===== src/rtl/uart_rx_framer.sv =====
// ============================================================================
// Module   : uart_rx_framer
// Purpose  : Oversampled UART receiver with a valid/ready output register.
//            Build with UART_RX_PARITY_EN for 8E1 frames; 8N1 otherwise.
// Revision : 1.0 - initial release
// ============================================================================
`default_nettype none

module uart_rx_framer #(
  parameter int CLKS_PER_BIT = 104
) (
  input  logic       clk_12p0,
  input  logic       rst,
  input  logic       rx_in,
  output logic [7:0] data_out,
  output logic       data_valid,
  input  logic       data_ready,
  output logic       frame_err,
  output logic       parity_err,
  output logic       overrun
);

  localparam int CNT_W = $clog2(CLKS_PER_BIT);
  localparam logic [CNT_W-1:0] c_bit_last  = CNT_W'(CLKS_PER_BIT - 1);
  localparam logic [CNT_W-1:0] c_half_last = CNT_W'(CLKS_PER_BIT / 2 - 1);

  typedef enum logic [2:0] {
    IDLE   = 3'd0,
    START  = 3'd1,
    DATA   = 3'd2,
    STOP   = 3'd3
`ifdef UART_RX_PARITY_EN
    , PARITY = 3'd4
`endif
  } state_t;

  state_t           state_q;
  logic             sync1_q;
  logic             rx_s_q;
  logic             rx_prev_q;
  logic [CNT_W-1:0] cnt_q;
  logic [2:0]       bit_cnt_q;
  logic [7:0]       shift_q;
  logic [7:0]       data_q;
  logic             valid_q;
  logic             ferr_q;
  logic             overrun_q;
`ifdef UART_RX_PARITY_EN
  logic             perr_q;
  logic             par_bad_q;
`endif

  logic w_fall;
  assign w_fall = rx_prev_q & ~rx_s_q;

  always_ff @(posedge clk_12p0) begin
    if (rst) begin
      state_q   <= IDLE;
      sync1_q   <= 1'b1;
      rx_s_q    <= 1'b1;
      rx_prev_q <= 1'b1;
      cnt_q     <= '0;
      bit_cnt_q <= '0;
      shift_q   <= '0;
      data_q    <= '0;
      valid_q   <= 1'b0;
      ferr_q    <= 1'b0;
      overrun_q <= 1'b0;
`ifdef UART_RX_PARITY_EN
      perr_q    <= 1'b0;
      par_bad_q <= 1'b0;
`endif
    end else begin
      sync1_q   <= rx_in;
      rx_s_q    <= sync1_q;
      rx_prev_q <= rx_s_q;
      ferr_q    <= 1'b0;
`ifdef UART_RX_PARITY_EN
      perr_q    <= 1'b0;
`endif
      // A reload in STOP below overrides this clear in the same cycle.
      if (valid_q && data_ready) begin
        valid_q <= 1'b0;
      end

      case (state_q)
        IDLE: begin
          if (w_fall) begin
            state_q   <= START;
            cnt_q     <= '0;
            bit_cnt_q <= '0;
          end
        end
        START: begin
          if (cnt_q == c_half_last) begin
            cnt_q   <= '0;
            state_q <= rx_s_q ? IDLE : DATA;
          end else begin
            cnt_q <= cnt_q + CNT_W'(1);
          end
        end
        DATA: begin
          if (cnt_q == c_bit_last) begin
            cnt_q     <= '0;
            shift_q   <= {rx_s_q, shift_q[7:1]};
            bit_cnt_q <= bit_cnt_q + 3'd1;
            if (bit_cnt_q == 3'd7) begin
`ifdef UART_RX_PARITY_EN
              state_q <= PARITY;
`else
              state_q <= STOP;
`endif
            end
          end else begin
            cnt_q <= cnt_q + CNT_W'(1);
          end
        end
`ifdef UART_RX_PARITY_EN
        PARITY: begin
          if (cnt_q == c_bit_last) begin
            cnt_q     <= '0;
            par_bad_q <= ^{shift_q, rx_s_q};
            state_q   <= STOP;
          end else begin
            cnt_q <= cnt_q + CNT_W'(1);
          end
        end
`endif
        STOP: begin
          if (cnt_q == c_bit_last) begin
            cnt_q   <= '0;
            state_q <= IDLE;
            if (!rx_s_q) begin
              ferr_q <= 1'b1;
`ifdef UART_RX_PARITY_EN
            end else if (par_bad_q) begin
              perr_q <= 1'b1;
`endif
            end else if (!valid_q || data_ready) begin
              data_q  <= shift_q;
              valid_q <= 1'b1;
            end else begin
              overrun_q <= 1'b1;
            end
          end else begin
            cnt_q <= cnt_q + CNT_W'(1);
          end
        end
        default: state_q <= IDLE;
      endcase
    end
  end

  assign data_out   = data_q;
  assign data_valid = valid_q;
  assign frame_err  = ferr_q;
  assign overrun    = overrun_q;
`ifdef UART_RX_PARITY_EN
  assign parity_err = perr_q;
`else
  assign parity_err = 1'b0;
`endif

endmodule

`default_nettype wire

===== config.mk =====
export PLATFORM = sky130hd
export DESIGN_NAME = uart_rx_framer
export DESIGN_NICKNAME = d
export VERILOG_FILES = /design/src/rtl/uart_rx_framer.sv
export SDC_FILE = /design/constraint.sdc
export NUM_CORES = 1
export LEC_CHECK = 0
export ABC_CLOCK_PERIOD_IN_PS = 2800
export CAP_MARGIN = 20
export CORE_MARGIN = 1.5
export CORE_UTILIZATION = 55
export CTS_CLUSTER_SIZE = 40
export DETAILED_ROUTE_END_ITERATION = 10
export PLACE_DENSITY = 0.78
export REMOVE_ABC_BUFFERS = 1
export SLEW_MARGIN = 0
export SYNTH_ARGS = -nofsm -noshare
export SYNTH_HDL_FRONTEND = slang
export SYNTH_SLANG_ARGS = --single-unit

===== constraint.sdc =====
create_clock -name clk_12p0 -period 2.8 [get_ports clk_12p0]
set_clock_uncertainty 0.05 [all_clocks]
set_input_delay 0.42 -clock clk_12p0 [delete_from_list [all_inputs] [get_ports clk_12p0]]
set_output_delay 0.42 -clock clk_12p0 [all_outputs]
set_load 0.005 [all_outputs]

==> results of run 1 <==
-- worst reg2reg max path: stages, from the launching register on --
cell and delay, ps:
dfxtp_1 390, ha_1 230, and2_1 280, nand4b_1 490
mux2i_1 320, nor2_1 70
-- layout by cell type (no fill, tap or decap), types with 3 or more instances in the layout --
| cell | Yosys | layout |
|---|---|---|
| dfxtp_1 | 34 | 34 |
| nor2_1 | 20 | 20 |
| mux2i_1 | 16 | 16 |
| clkdlybuf4s50_1 | 0 | 14 |
| a21oi_1 | 13 | 13 |
| nand2_1 | 10 | 10 |
| o21ai_0 | 9 | 9 |
| clkbuf_4 | 1 | 5 |
| a31oi_1 | 4 | 4 |
| nand3_1 | 4 | 4 |
| nand4b_1 | 3 | 3 |
| nand2b_1 | 3 | 3 |
| nor3_1 | 3 | 3 |
| or2_2 | 3 | 3 |
| ha_1 | 3 | 3 |
-- registers in the layout, indices dropped and copies added (netlist names) --
register    count
rx_s_q          1
rx_prev_q       1
data_out        8
cnt_q           7
data_valid      1
state_q         2
bit_cnt_q       3
overrun         1
frame_err       1
sync1_q         1
shift_q         8
-- per-layer routing --
layer	up-vias	part of all wire
met5	-	0
met4	0	0.020
met3	7	0.042
met2	23	0.47
met1	552	0.46
li1	588	-
-- layout make-up --
cell class              instances  area, sq um  area share
inverters                       2         7.51     0.00450
repair buffers                 15          148      0.0886
clock buffers                   6         51.3      0.0308
flip-flops and latches         34          681       0.408
multi-input cells             116          742       0.445
well taps                      30         37.5      0.0225
-- logic make-up (layout without fill, tap and decap cells) --
group,count (synthesis),in the layout,synth area share
buffers and inverters,12,23,0.0421
XOR/XNOR,1,1,0.00590
AO/OA/AOI/OAI,35,35,0.138
other,1,1,0.00252
multiplexers,16,16,0.108
flip-flops,34,34,0.458
adder cells (fa/ha/maj),3,3,0.0253
AND/OR/NAND/NOR,60,60,0.220
-- metrics by stage --
stage                     cell area, sq um  worst slack (ps)
final                                 1670               848
after global placement                1620               907
after detailed placement              1620               890
after CTS                             1670               862
after floorplan                       1430              1140
after global routing                  1670               667
-- worst paths after layout --
| path | end | slack (ps) | cells past startpoint | startpoint |
|---|---|---|---|---|
| worst max-delay path | shift_q[3]$_SDFFE_PP0P_ | 850 | 5 | cnt_q[0]$_SDFFE_PP0P_ |
| worst max register to register | shift_q[3]$_SDFFE_PP0P_ | 850 | 5 | cnt_q[0]$_SDFFE_PP0P_ |
| worst min register to register | rx_s_q$_SDFF_PP1_ | 370 | 1 | sync1_q$_SDFF_PP1_ |
| worst min-delay path | rx_s_q$_SDFF_PP1_ | 370 | 1 | sync1_q$_SDFF_PP1_ |
-- power breakdown --
| part | total, uW | switching (uW) | internal, uW |
|---|---|---|---|
| clock network | 268 | 155 | 113 |
| registers | 492 | 5.12 | 487 |
| logic | 27.5 | 16.3 | 11.3 |
| total | 787 | 176 | 611 |
==> metrics.md, run 1 <==
| Metric | Value |
|---|---|
| Status | finished, final reports clean |
| Crit path buf inv count | 0 |
| Dpl hpwl | between 1.5 and 2 mm |
| Row count | 18 |
| Arr. time, crit path | approximately 2100 ps |
| Clock Latency Late Sink | ~340 ps |
| Die area | 3020 sq um |
| GR Overflow Total | 0 |
| CTS tree | built |
| Setup CP Type | flop to flop |
| Worst VDD drop | between 0.4 and 0.5 mV |
| Die Ht | between 50 and 60 um |
| Total Power | between 700 and 800 uW |
| Met1 usage | 0.235 |
| Static Leak | approximately 0.00064 uW |
| Core area | ~2500 sq um |
| Antenna Cells | 0 |
| DR DRC count | 0 |
| Cell Area, Synth | approximately 1500 sq um |
| Hold Crit Class | flop to flop |
| DRT iter0 DRCs | 13 |
| TNS Setup | 0 ps |
| Cts repair resizes | 0 |
| Top FF cell, synth | dfxtp_1 |
| Final setup vio count | 0 |
| CP cell instances | ha_1 -> and2_1 -> nand4b_1 -> mux2i_1 -> nor2_1 |
| Synth area leader | dfxtp_1 |
| CTS clk-pin slew, worst paths | roughly 90 ps |
| Vias/cell | between 5 and 6 |
| # port buffers | 14 |
| Final hold slack | approximately 370 ps |
| M3 GR Usage | 0.0833 |
| Via count | around 1,200 |
| Yosys reg bits | 34 |
| Root Buffer | clkbuf_4 |
| Tot GR Track Use | 0.214 |
| Largest net degree at the start of global routing | 18 |
| Detail Route Antenna Nets | 0 |
| Initial antenna violation count | 0 |
| Fmax | 512 MHz |
| RSZ-0062 raised after global routing | false |
| # Post-CTS Setup Buffers | 0 |
| Global routing's busiest layer | met2 |
| Nets | about 180 |
| Starting Density | 0.589 |
| Post-synth top cells | 34 x dfxtp_1, 20 x nor2_1, 16 x mux2i_1 |
| Min Tclk post-route | a little under 2000 ps |
| Area grow syn2layout | 12.2% |
| Count leader, synth | dfxtp_1 |
| Crit-path leading delay family | simple AND/OR/NAND/NOR gates |
| Req. time, crit path | approximately 3000 ps |
| Crit-path slowest cell | nand4b_1 |
| Clk sink count | 34 |
| Syn. warnings | 0 |
| Tcrit/Tclk final | 0.697 |
| Final-report hold violation count | 0 |
| Post-Route WL | between 2 and 3 mm |
| First-pass GRT wire length | between 4 and 5 mm |
| Share of post-route cells with drive strength above 1 | 0.0983 |
| I/O Pins | 16 |
| Num CTS Buffers | 5 |
| Met2 usage | 0.361 |
| Yosys cell types | 40 |
| Pins Over Slew Limit | 0 |
| Synth top area share | 0.458 |
| CP Max Fanout | 8 |
| Worst setup EP type | flop |
| Area contributors post-synth | dfxtp_1 46%, mux2i_1 11%, nor2_1 5.1% |
| Startpoint Class | flop |
| Ys async rst share | 0 |
| Post-synthesis sequential area ratio | 0.458 |
| Die width | about 55 um |
| Slew of the pin with the lowest slew margin | approximately 540 ps |
| Pwr dens | 472 nW/um^2 |
| Fillers | between 200 and 250 |
| Deepest clock path buffer count | 2 |
| Maxcap violations | 0 |
| Final Non-Filler Cells | approximately 200 |
| TritonRoute pass-1 iters | 6 |
| Gp weighted congestion | between 0.7 and 0.8 |
| Vias in the first global route | roughly 1,100 |
| EDFF count, synth | 0 |
| Wirelength per Cell | ~14 um |
| Layout Utilization | 0.661 |
| # placed instances | 197 |
| Post-Syn Area per Cell | 9.17 sq um |
| Largest stage delay on the critical path | ~490 ps |
| Rel. slew slack | 0.636 |
| Cts hold-fix bufs | 0 |
| Mapped Cells | approximately 160 |
| CTS H-Tree Depth | 2 |
Power figures use the tool's default switching activity.
==> run 2, diff against run 1 <==
--- a/config.mk
+++ b/config.mk
@@ -5,13 +5,13 @@
 export SDC_FILE = /design/constraint.sdc
 export NUM_CORES = 1
 export LEC_CHECK = 0
-export ABC_CLOCK_PERIOD_IN_PS = 2800
+export ABC_CLOCK_PERIOD_IN_PS = 1600
 export CAP_MARGIN = 20
 export CORE_MARGIN = 1.5
-export CORE_UTILIZATION = 55
+export CORE_UTILIZATION = 49
 export CTS_CLUSTER_SIZE = 40
 export DETAILED_ROUTE_END_ITERATION = 10
-export PLACE_DENSITY = 0.78
+export PLACE_DENSITY = 0.73
 export REMOVE_ABC_BUFFERS = 1
 export SLEW_MARGIN = 0
 export SYNTH_ARGS = -nofsm -noshare
==> constraint.sdc (replaced) <==
create_clock -name clk_12p0 -period 1.6 [get_ports clk_12p0]
set_clock_uncertainty 0.05 [all_clocks]
set_input_delay 0.24 -clock clk_12p0 [delete_from_list [all_inputs] [get_ports clk_12p0]]
set_output_delay 0.24 -clock clk_12p0 [all_outputs]
set_load 0.005 [all_outputs]
==> run 2 against run 1 <==
Against the previous run: critical path depth unchanged; critical endpoint is now cnt_q[3]$_SDFFE_PP0P_; critical path type unchanged; largest power group unchanged; total power up 100%; flip-flop and latch count unchanged; sequential share of layout area decreased by 4.6 points; global-route usage is 0.27 points lower; largest cell class unchanged; fmax is 27% higher; via count is 8.1% higher; die area grew 12%.
==> metrics.md, run 2 (synthesized netlist as in run 1, its figures left out) <==
| Metric | Value |
|---|---|
| Share of post-route cells with drive strength above 1 | 0.228 |
| CP cell instances | buf_4 -> nor2_1 -> and2_1 -> o21ai_0 -> a21oi_1 |
| NetSw | 361 uW |
| Clock Latency Late Sink | around 340 ps |
| Largest stage delay on the critical path | roughly 370 ps |
| CTS H-Tree Depth | 2 |
| Fillers | 238 |
| Maxcap violations | 0 |
| Detail Route Antenna Nets | 0 |
| Worst setup EP type | flop |
| Most frequent cells in the layout | 31 x dfxtp_1, 20 x nor2_1, 18 x buf_4 |
| Clock power frac | 0.410 |
| # Post-CTS Setup Buffers | 0 |
| Req. time, crit path | between 1500 and 2000 ps |
| Crit-path slowest cell | and2_1 |
| Crit path buf inv count | 1 |
| Tcrit/Tclk final | 0.961 |
| Antenna Cells | 0 |
| Final hold slack | roughly 380 ps |
| Gp weighted congestion | 0.775 |
| Nets | ~200 |
| Deepest clock path buffer count | 2 |
| Final-report hold violation count | 0 |
| Tot GR Track Use | 0.211 |
| Switching Share | 0.230 |
| Initial antenna violation count | 0 |
| Largest net degree at the start of global routing | 18 |
| Starting Density | 0.529 |
| Static Leak | 0.000745 uW |
| Die area | about 3400 sq um |
| Setup ws final | around 62 ps |
| TNS Setup | 0 ps |
| Fmax | between 600 and 700 MHz |
| CTS tree | built |
| Place WS | -103 ps |
| DR DRC count | 0 |
| TritonRoute pass-1 iters | 6 |
| Min Tclk post-route | between 1500 and 2000 ps |
| CP Max Fanout | 15 |
| Area grow syn2layout | 27.2% |
| Vias/cell | ~5.6 |
| Root Buffer | clkbuf_4 |
| Cts hold-fix bufs | 0 |
| Die width | 58.1 um |
| Startpoint Class | flop |
| Most common cell after layout, fill and taps aside | dfxtp_1 |
| Final setup vio count | 0 |
| GR Overflow Total | 0 |
| I/O Pins | 16 |
| Pins Over Slew Limit | 0 |
| Via count | about 1,300 |
| Num CTS Buffers | 5 |
| Combinational fraction of design power | 0.045 |
| Setup CP Type | flop to flop |
| Dpl hpwl | 2.27 mm |
| # port buffers | 14 |
| Clk sink count | 34 |
| DRT iter0 DRCs | 45 |
| Pwr dens | approximately 830 nW/um^2 |
| Post-Route WL | about 3.3 mm |
| Wirelength per Cell | 14.5 um |
| Row count | 19 |
| Worst VDD drop | 0.606 mV |
| Hold Crit Class | flop to flop |
| Arr. time, crit path | between 1500 and 2000 ps |
| Seq pwr share | 0.545 |
| CTS clk-pin slew, worst paths | about 110 ps |
| Internal power | ~1200 uW |
| Vias in the first global route | between 1,000 and 1,500 |
| Total Power | around 1600 uW |
| Crit-path leading delay family | simple AND/OR/NAND/NOR gates |
| Die Ht | between 50 and 60 um |
| FF/Latch Area | ~680 sq um |
| Status | finished, final reports clean |
| Core area | roughly 2800 sq um |
| First-pass GRT wire length | between 5 and 6 mm |
| Area occupied by multi-input gates | roughly 790 sq um |
[run 2: changes by cell type in the layout (fill, tap and decap cells not counted), moves of 2 or more]
cell	before	now
buf_4	1	18
clkinvlp_4	0	2
dfxtp_1	34	31
dfxtp_2	0	3
[run 2: worst paths after layout]
kind                           start                    end  slack, ps  depth (start not counted)
max          state_q[0]$_SDFFE_PP0P_  cnt_q[3]$_SDFFE_PP0P_         60                          5
min               sync1_q$_SDFF_PP1_      rx_s_q$_SDFF_PP1_        380                          1
max reg2reg  state_q[0]$_SDFFE_PP0P_  cnt_q[3]$_SDFFE_PP0P_         60                          5
min reg2reg       sync1_q$_SDFF_PP1_      rx_s_q$_SDFF_PP1_        380                          1
[run 2: cell type report]
type,count,area share
clock buffer,5,0.0199
clock inverter,3,0.0238
inverter,2,0.00397
multi-input combinational,116,0.418
sequential,34,0.362
tap,31,0.0205
timing repair buffer,33,0.152
[run 2: repair_timing]
action                     in CTS  in global routing
pin swaps                       0                  0
resized for setup               4                 10
setup endpoints to repair      15                 23
[run 2: metrics by stage]
step | util | cells | instance area [sq um]
6_report | 0.674 | 224 | 1890
2_1_floorplan | - | 152 | 1430
3_3_place_gp | 0.624 | 216 | 1750
5_1_grt | 0.674 | 224 | 1890
3_5_place_dp | 0.624 | 216 | 1750
4_1_cts | 0.659 | 224 | 1850
[run 2: per-layer routing]
metal,global-route usage,up-vias,share of wire
li1,-,629,-
met1,0.250,597,0.44
met2,0.339,35,0.50
met3,0.0714,4,0.045
met4,0.106,0,0.013
met5,0,-,0
[run 2: power groups by stage]
| stage | combinational [uW] | sequential [uW] | clock (uW) |
|---|---|---|---|
| 5_1_grt | 76.6 | 858 | 699 |
| 4_1_cts | 67.4 | 855 | 654 |
| 3_3_place_gp | 64.4 | 874 | 0 |
| 3_5_place_dp | 67.0 | 874 | 0 |
| 6_report | 70.7 | 856 | 644 |
| 2_1_floorplan | 22.3 | 877 | 0 |
==> run 3, diff against run 2 <==
--- a/config.mk
+++ b/config.mk
@@ -11,6 +11,7 @@
 export CORE_UTILIZATION = 49
 export CTS_CLUSTER_SIZE = 40
 export DETAILED_ROUTE_END_ITERATION = 10
+export GPL_ROUTABILITY_DRIVEN = 0
 export PLACE_DENSITY = 0.73
 export REMOVE_ABC_BUFFERS = 1
 export SLEW_MARGIN = 0
==> results of run 3 <==
Final layout, timing and power as in run 2 (identical DEF).
